--- src/rtl/axby_arb.sv ---
// Two-port round-robin arbiter sharing one AXBY unit; drives the unit's
// level START/RDY handshake and returns results under a done/ack handshake.
module axby_arb #(
    parameter int W       = 8,
    parameter int RW      = 16,
    parameter int TIMEOUT = 64
) (
    input  logic          clk_i,
    input  logic          rst_i,
    input  logic          req0_i,
    input  logic          req1_i,
    input  logic [W-1:0]  x0_i,
    input  logic [W-1:0]  y0_i,
    input  logic [W-1:0]  x1_i,
    input  logic [W-1:0]  y1_i,
    output logic          gnt0_o,
    output logic          gnt1_o,
    output logic          done0_o,
    output logic          done1_o,
    input  logic          ack0_i,
    input  logic          ack1_i,
    output logic [RW-1:0] rez_out_o,
    output logic          err_o,
    output logic          busy_o,
    output logic          start_o,
    output logic [W-1:0]  x_o,
    output logic [W-1:0]  y_o,
    input  logic          rdy_i,
    input  logic [RW-1:0] rez_i
);

    typedef enum logic [1:0] {
        S_IDLE,
        S_BUSY,
        S_DONE
    } state_e;

    localparam logic [7:0] TMO_LAST = 8'(TIMEOUT - 1);

    state_e          state_q, state_d;
    logic            gnt0_q, gnt0_d;
    logic            gnt1_q, gnt1_d;
    logic            done0_q, done0_d;
    logic            done1_q, done1_d;
    logic            start_q, start_d;
    logic            err_q, err_d;
    logic            busy_q, busy_d;
    logic            owner_q, owner_d;
    logic            lp_q, lp_d;
    logic [7:0]      timer_q, timer_d;
    logic [W-1:0]    x_q, x_d;
    logic [W-1:0]    y_q, y_d;
    logic [RW-1:0]   rez_q, rez_d;

    logic any_req;
    logic win;
    logic ack_own;
    logic tmo;

    // On a tie the requester that was not served last wins.
    assign any_req = req0_i | req1_i;
    assign win     = (req0_i & req1_i) ? ~lp_q : req1_i;
    assign ack_own = owner_q ? ack1_i : ack0_i;
    assign tmo     = (timer_q == TMO_LAST);

    always_ff @(posedge clk_i or posedge rst_i) begin
        if (rst_i) begin
            state_q <= S_IDLE;
            gnt0_q  <= 1'b0;
            gnt1_q  <= 1'b0;
            done0_q <= 1'b0;
            done1_q <= 1'b0;
            start_q <= 1'b0;
            err_q   <= 1'b0;
            busy_q  <= 1'b0;
            owner_q <= 1'b0;
            lp_q    <= 1'b1;
            timer_q <= '0;
            x_q     <= '0;
            y_q     <= '0;
            rez_q   <= '0;
        end else begin
            state_q <= state_d;
            gnt0_q  <= gnt0_d;
            gnt1_q  <= gnt1_d;
            done0_q <= done0_d;
            done1_q <= done1_d;
            start_q <= start_d;
            err_q   <= err_d;
            busy_q  <= busy_d;
            owner_q <= owner_d;
            lp_q    <= lp_d;
            timer_q <= timer_d;
            x_q     <= x_d;
            y_q     <= y_d;
            rez_q   <= rez_d;
        end
    end

    always_comb begin
        state_d = state_q;
        unique case (state_q)
            S_IDLE:  if (any_req) state_d = S_BUSY;
            S_BUSY:  if (rdy_i || tmo) state_d = S_DONE;
            S_DONE:  if (ack_own) state_d = S_IDLE;
            default: state_d = S_IDLE;
        endcase
    end

    always_comb begin
        gnt0_d  = 1'b0;
        gnt1_d  = 1'b0;
        done0_d = done0_q;
        done1_d = done1_q;
        start_d = start_q;
        err_d   = err_q;
        owner_d = owner_q;
        lp_d    = lp_q;
        timer_d = timer_q;
        x_d     = x_q;
        y_d     = y_q;
        rez_d   = rez_q;
        unique case (state_q)
            S_IDLE: begin
                if (any_req) begin
                    gnt0_d  = ~win;
                    gnt1_d  = win;
                    x_d     = win ? x1_i : x0_i;
                    y_d     = win ? y1_i : y0_i;
                    start_d = 1'b1;
                    owner_d = win;
                    lp_d    = win;
                    timer_d = '0;
                end
            end
            S_BUSY: begin
                // RDY takes priority over a timeout on the same edge.
                if (rdy_i) begin
                    start_d = 1'b0;
                    rez_d   = rez_i;
                    err_d   = 1'b0;
                    done0_d = ~owner_q;
                    done1_d = owner_q;
                end else if (tmo) begin
                    start_d = 1'b0;
                    rez_d   = '0;
                    err_d   = 1'b1;
                    done0_d = ~owner_q;
                    done1_d = owner_q;
                end else begin
                    timer_d = timer_q + 8'd1;
                end
            end
            S_DONE: begin
                if (ack_own) begin
                    done0_d = 1'b0;
                    done1_d = 1'b0;
                    err_d   = 1'b0;
                end
            end
            default: ;
        endcase
        busy_d = (state_d != S_IDLE);
    end

    assign gnt0_o    = gnt0_q;
    assign gnt1_o    = gnt1_q;
    assign done0_o   = done0_q;
    assign done1_o   = done1_q;
    assign start_o   = start_q;
    assign err_o     = err_q;
    assign busy_o    = busy_q;
    assign x_o       = x_q;
    assign y_o       = y_q;
    assign rez_out_o = rez_q;

endmodule

--- config.mk ---
export PLATFORM = sky130hd
export DESIGN_NAME = axby_arb
export DESIGN_NICKNAME = d
export VERILOG_FILES = /design/src/rtl/axby_arb.sv
export SDC_FILE = /design/constraint.sdc
export NUM_CORES = 1
export LEC_CHECK = 0
export ABC_AREA = 1
export ABC_CLOCK_PERIOD_IN_PS = 1600
export CAP_MARGIN = 10
export CORE_MARGIN = 1.5
export CORE_UTILIZATION = 39
export DETAILED_ROUTE_END_ITERATION = 7
export GPL_ROUTABILITY_DRIVEN = 0
export GPL_TIMING_DRIVEN = 0
export PLACE_DENSITY = 0.74
export SYNTH_ARGS = -nofsm -noshare
export SYNTH_HDL_FRONTEND = slang
export SYNTH_SLANG_ARGS = --single-unit
--- constraint.sdc ---
create_clock -name clk_i -period 1.6 [get_ports clk_i]
set_input_delay 0.32 -clock clk_i [delete_from_list [all_inputs] [get_ports clk_i]]
set_output_delay 0.32 -clock clk_i [all_outputs]
set_load 0.05 [all_outputs]
== Word level (Yosys, flattened, before mapping) ==
Index checks and enable logic that the tools add are counted.

* Bits in registers: 51
* Input port bits: 55
* Output and inout bits: 39
* Word-level logic and storage cells: 71

* $add $sub $neg: 1
* Equal/unequal tests: 8
* Muxes and demuxes: 32
* Bitwise operators: 5
* Reduce and logical (&&, ||, !) cells: 11

{| class="wikitable"
|+ Operators by type and width
! kind !! count
|-
| $mux 8 || 5
|-
| $mux 16 || 2
|-
| $mux 1 || 16
|-
| $pmux 8 s2 || 1
|-
| $add 8x1->8 const B || 1
|-
| $eq 8x6->1 const B || 1
|-
| $ne 2x2->1 const B || 4
|-
| $pmux 1 s2 || 4
|-
| $reduce_bool 2->1 || 4
|-
| $mux 2 || 3
|-
| $pmux 2 s3 || 1
|-
| $reduce_and 3->1 || 2
|-
| $reduce_and 2->1 || 2
|-
| $reduce_and 4->1 || 1
|-
| $ne 3x3->1 const B || 1
|-
| $not 1->1 || 3
|-
| $eq 2x1->1 const B || 1
|-
| $eq 2x2->1 const B || 1
|-
| $logic_not 2->1 || 1
|-
| $and 1x1->1 || 1
|-
| $logic_or 1x1->1 || 1
|-
| $or 1x1->1 || 1
|}

== Longest topological paths before layout ==
Gate-level depths: netlist (run 1).

* Depth in word-level cells: 5
* Mapped depth: 9

== Worst setup path after synthesis (run 1) ==
No wires, ideal clock.

* Kind: flip-flop to flip-flop
* From: reg timer_q[0]
* To: reg rez_q[11], in the netlist rez_out_o[11]
* Library setup time: 119 ps
* Arrival: 1186 ps
* Required time: 1481 ps
* Path slack: 295 ps
* Stages on the path, launching flop included: 10
* Path buffers: 1
* Clock period less this slack: 1305 ps
* Cell sequence: dfrtp_1 ha_1 nand3_2 inv_2 nand2_2 nand2_2 nand2_4 buf_6 nand2_1 nand2_1

* Word-level cells in the longest chain between the ends: 3

{| class="wikitable"
|+ Ends and longest elaborated chain
! element !! RTL line !! source
|-
| from (decl) || 50 || <nowiki>logic [7:0] timer_q, timer_d;</nowiki>
|-
| from (signal assigned) || 93 || <nowiki>timer_q <= timer_d;</nowiki>
|-
| $eq 8x6->1 || 64 || <nowiki>assign tmo = (timer_q == TMO_LAST);</nowiki>
|-
| $reduce_bool 2->1 (no source line) || -- ||
|-
| $reduce_and 2->1 (no source line) || -- ||
|-
| to (signal assigned) || 96 || <nowiki>rez_q <= rez_d;</nowiki>
|-
| to (decl) || 53 || <nowiki>logic [RW-1:0] rez_q, rez_d;</nowiki>
|}

No other way between the ends.
A chain may end at the register's enable or synchronous reset.

== Worst setup path in the final report (run 1) ==
* From: reg done0_q, in the netlist done0_o
* To: out done0_o

{| class="wikitable"
|+ RTL lines
! element !! RTL line !! source
|-
| from (decl) || 43 || <nowiki>logic done0_q, done0_d;</nowiki>
|-
| from (signal assigned) || 86 || <nowiki>done0_q <= done0_d;</nowiki>
|-
| to (decl) || 18 || <nowiki>output logic done0_o,</nowiki>
|}

No word-level cell between the ends.

==> flow_metrics.env, run 1 <==
export IMPL_wl_per_cell_um=12.2
export IMPL_antenna_cells=0
export IMPL_cp_end_kind="output port"
export IMPL_slowest_delay_ns=0.55
export IMPL_final_cells=462
export IMPL_dp_slack_ns=-0.184
export IMPL_dp_hpwl_um=4220
export IMPL_cts_buffers=5
export IMPL_max_slew_margin_pct=65.1
export IMPL_clock_path_buffers=2
export IMPL_cts_tree="done"
export IMPL_ys_ff_latch=51
export IMPL_fp_row_count=28
export IMPL_status="finished, final reports clean"
export IMPL_vias_per_cell=4.73
export IMPL_hold_viol_final=0
export IMPL_worst_pin_slew_ns=0.526
export IMPL_cts_htree_levels=2
export IMPL_power_density_mw_per_mm2=1970
export IMPL_critPathBufInv=1
export IMPL_cts_sinks=51
export IMPL_ir_drop_mv=0.975
export IMPL_vias=2186
export IMPL_grt_first_pass_wirelength_um=9560
export IMPL_avgSynthCellArea_um2=8.30
export IMPL_cp_slowest_cell="dlygate4sd2_1"
export IMPL_synth_lib_cells_used_distinct=23
export IMPL_fmax_mhz=650
export IMPL_core_area_mm2=0.00589
export IMPL_syn_cell_area_mm2=0.00237
export IMPL_setup_viol=0
export IMPL_cp_arrival_ns=1.22
export IMPL_die_area_mm2=0.00657
export IMPL_finClkSkew_ns=0.0129
export IMPL_min_path_type="in2async"
export IMPL_nets=442
export IMPL_synth_common_cells="100 x nand2_1, 50 x dfrtp_1, 29 x nor2_1, 25 x o21ai_0, 24 x nand3_1"
export IMPL_cp_required_ns=1.28
export IMPL_grt_max_degree=38
export IMPL_power_leakage_nw=1.75
export IMPL_critPathTopFamily="buffers and inverters"
export IMPL_die_w_um=81.0
export IMPL_drtPass1Iterations=4
export IMPL_post_route_min_period_ns=1.54
export IMPL_synth_edf_count=0
export IMPL_setup_ws_ns=0.0620
export IMPL_ys_flop_type="dfrtp_1"
export IMPL_async_reset_ff_share_pct=100
export IMPL_clk_pin_slew_worst_paths_ns=0.10
export IMPL_drc_errors=0
export IMPL_dp_cells=454
export IMPL_grt_pass1_vias=2130
export IMPL_antenna_found_initial=0
export IMPL_ios=94
export IMPL_syn_to_final_growth_pct=45.1
export IMPL_postCtsHoldBufs=0
export IMPL_clk_latency_ns=0.30
export IMPL_grt_setup_unrepaired="false"
export IMPL_routed_wirelength_um=5630
export IMPL_start_util_pct=40.3
export IMPL_synth_area_leaders="dfrtp_1 53%, nand2_1 16%, o21ai_0 5.3%, nand3_1 5.1%, nor2_1 4.6%"
export IMPL_io_buffers=92
export IMPL_maxSlewViolCount=0
export IMPL_seq_area_frac_synth_pct=53.8
export IMPL_period_share_pct=96.1
export IMPL_synth_most_common_cell="nand2_1"
export IMPL_die_h_um=81.0
export IMPL_startpoint_type="flip-flop"
export IMPL_synth_fp_nets=342
export IMPL_yosysTopAreaCell="dfrtp_1"
export IMPL_initialDrtViolationCount=144
export IMPL_synth_top_area_share_pct=52.7
export IMPL_crit_fanout=2
export IMPL_grtUsageTotal_pct=18.7
export IMPL_cp_cell_sequence="dlygate4sd2_1"
export IMPL_final_antenna_net_count=0
export IMPL_maxCapViolations=0
export IMPL_syn_inst=286
export IMPL_root_buffer="clkbuf_8"
export IMPL_overflow=0
export IMPL_crit_type="reg2out"
export IMPL_tns_ns=0
export IMPL_utilization_pct=58.5
export IMPL_ys_warn_count=0
export IMPL_drive_gt1_share_pct=10.6
[registers in the layout (all words and copies together) (netlist names)]
| signal | flops |
|---|---|
| done1_o | 1 |
| done0_o | 1 |
| x_o | 8 |
| rez_out_o | 16 |
| timer_q | 8 |
| state_q | 2 |
| owner_q | 1 |
| start_o | 1 |
| lp_q | 1 |
| y_o | 8 |
| err_o | 1 |
| gnt1_o | 1 |
| busy_o | 1 |
| gnt0_o | 1 |
[path summary, 6_finish.rpt]
path | startpoint | to | slack, ns | depth (start not counted)
worst min-delay path | rst_i | y_o[2] | 0.29 | 2
worst min register to register | rez_out_o[15] | rez_out_o[15] | 0.47 | 2
min in group clk_i | rdy_i | rez_out_o[7] | 0.33 | 3
max in group asynchronous | rst_i | timer_q[4] | 0.81 | 3
worst max-delay path | done0_o | done0_o | 0.06 | 1
worst max register to register | timer_q[0] | rez_out_o[12] | 0.15 | 9
[worst reg2reg max path, stage by stage (launching register included)]
cell,delay (ns)
dfrtp_1,0.42
ha_1,0.23
nand3_2,0.13
inv_2,0.10
nand2_2,0.07
nand2_2,0.08
nand2_4,0.06
buf_6,0.14
nand2_1,0.06
nand2_1,0.05
[routing by layer]
layer | track usage [%] | vias to the layer above | wire, um | part of all wire (%)
li1 | - | 1106 | - | -
met1 | 23.1 | 1012 | 2430 | 43
met2 | 32.4 | 66 | 2810 | 50
met3 | 5.06 | 2 | 362 | 6.4
met4 | 4.66 | 0 | 33 | 0.59
met5 | 0 | - | 0 | 0
[area by class of cell]
class	count	area [um2]
multi-input combinational	207	940
sequential	51	1280
clock inverter	2	12.5
buffer	11	93.8
timing repair buffer	93	892
inverter	17	63.8
fill	571	2440
tap	75	93.8
clock buffer	6	72.6
[repair_timing]
item	CTS	global route
setup endpoints to repair	39	7
resized for setup	39	1
setup buffers	0	0
gates cloned	0	0
[kinds of logic after synthesis]
group | synth area share (%)
compound gates | 7.53
fa+ha+maj | 0.527
xor+xnor | 0.738
buf+inv | 6.64
flops | 53.8
simple gates | 30.8
[report_power, final]
group	switching [mW]	internal, mW	leakage [nW]
combinational	2.86	1.10	1.07
clock	0.410	0.306	0.0412
sequential	0.278	1.84	0.638
[layout by cell type (no fill, tap or decap), types with 2 or more instances in the layout]
master and count:
buf_6 5, buf_2 2, nand3_2 4, dfrtp_1 50, nand2_1 100, inv_1 12
nor2_1 29, dlygate4sd2_1 39, o21ai_0 25, buf_4 2, o21ai_1 9, nand2_2 8
nand2_4 2, inv_2 5, nand3_1 24, clkdlybuf4s50_1 53, clkbuf_8 5
[stage by stage]
stage	hold slack, ns	power, mW	instance area [um2]
5_1_grt	0.317	7.26	3450
3_5_place_dp	0.462	6.48	3410
4_1_cts	0.297	6.86	3450
2_1_floorplan	0.447	5.01	2370
3_3_place_gp	0.454	6.40	3390
6_report	0.293	6.80	3450
Power figures use the tool's default switching activity.
==> inputs of run 2 (changes only) <==
Settings changed: ABC_CLOCK_PERIOD_IN_PS 1600 to unset.
==> results of run 2 <==
Same layout as run 1: the final DEF is identical, and so are final timing and power.
==> inputs of run 3 (changes only) <==
Settings changed: TNS_END_PERCENT set to 10.
==> results of run 3 <==
Same layout as run 1: the final DEF is identical, and so are final timing and power.
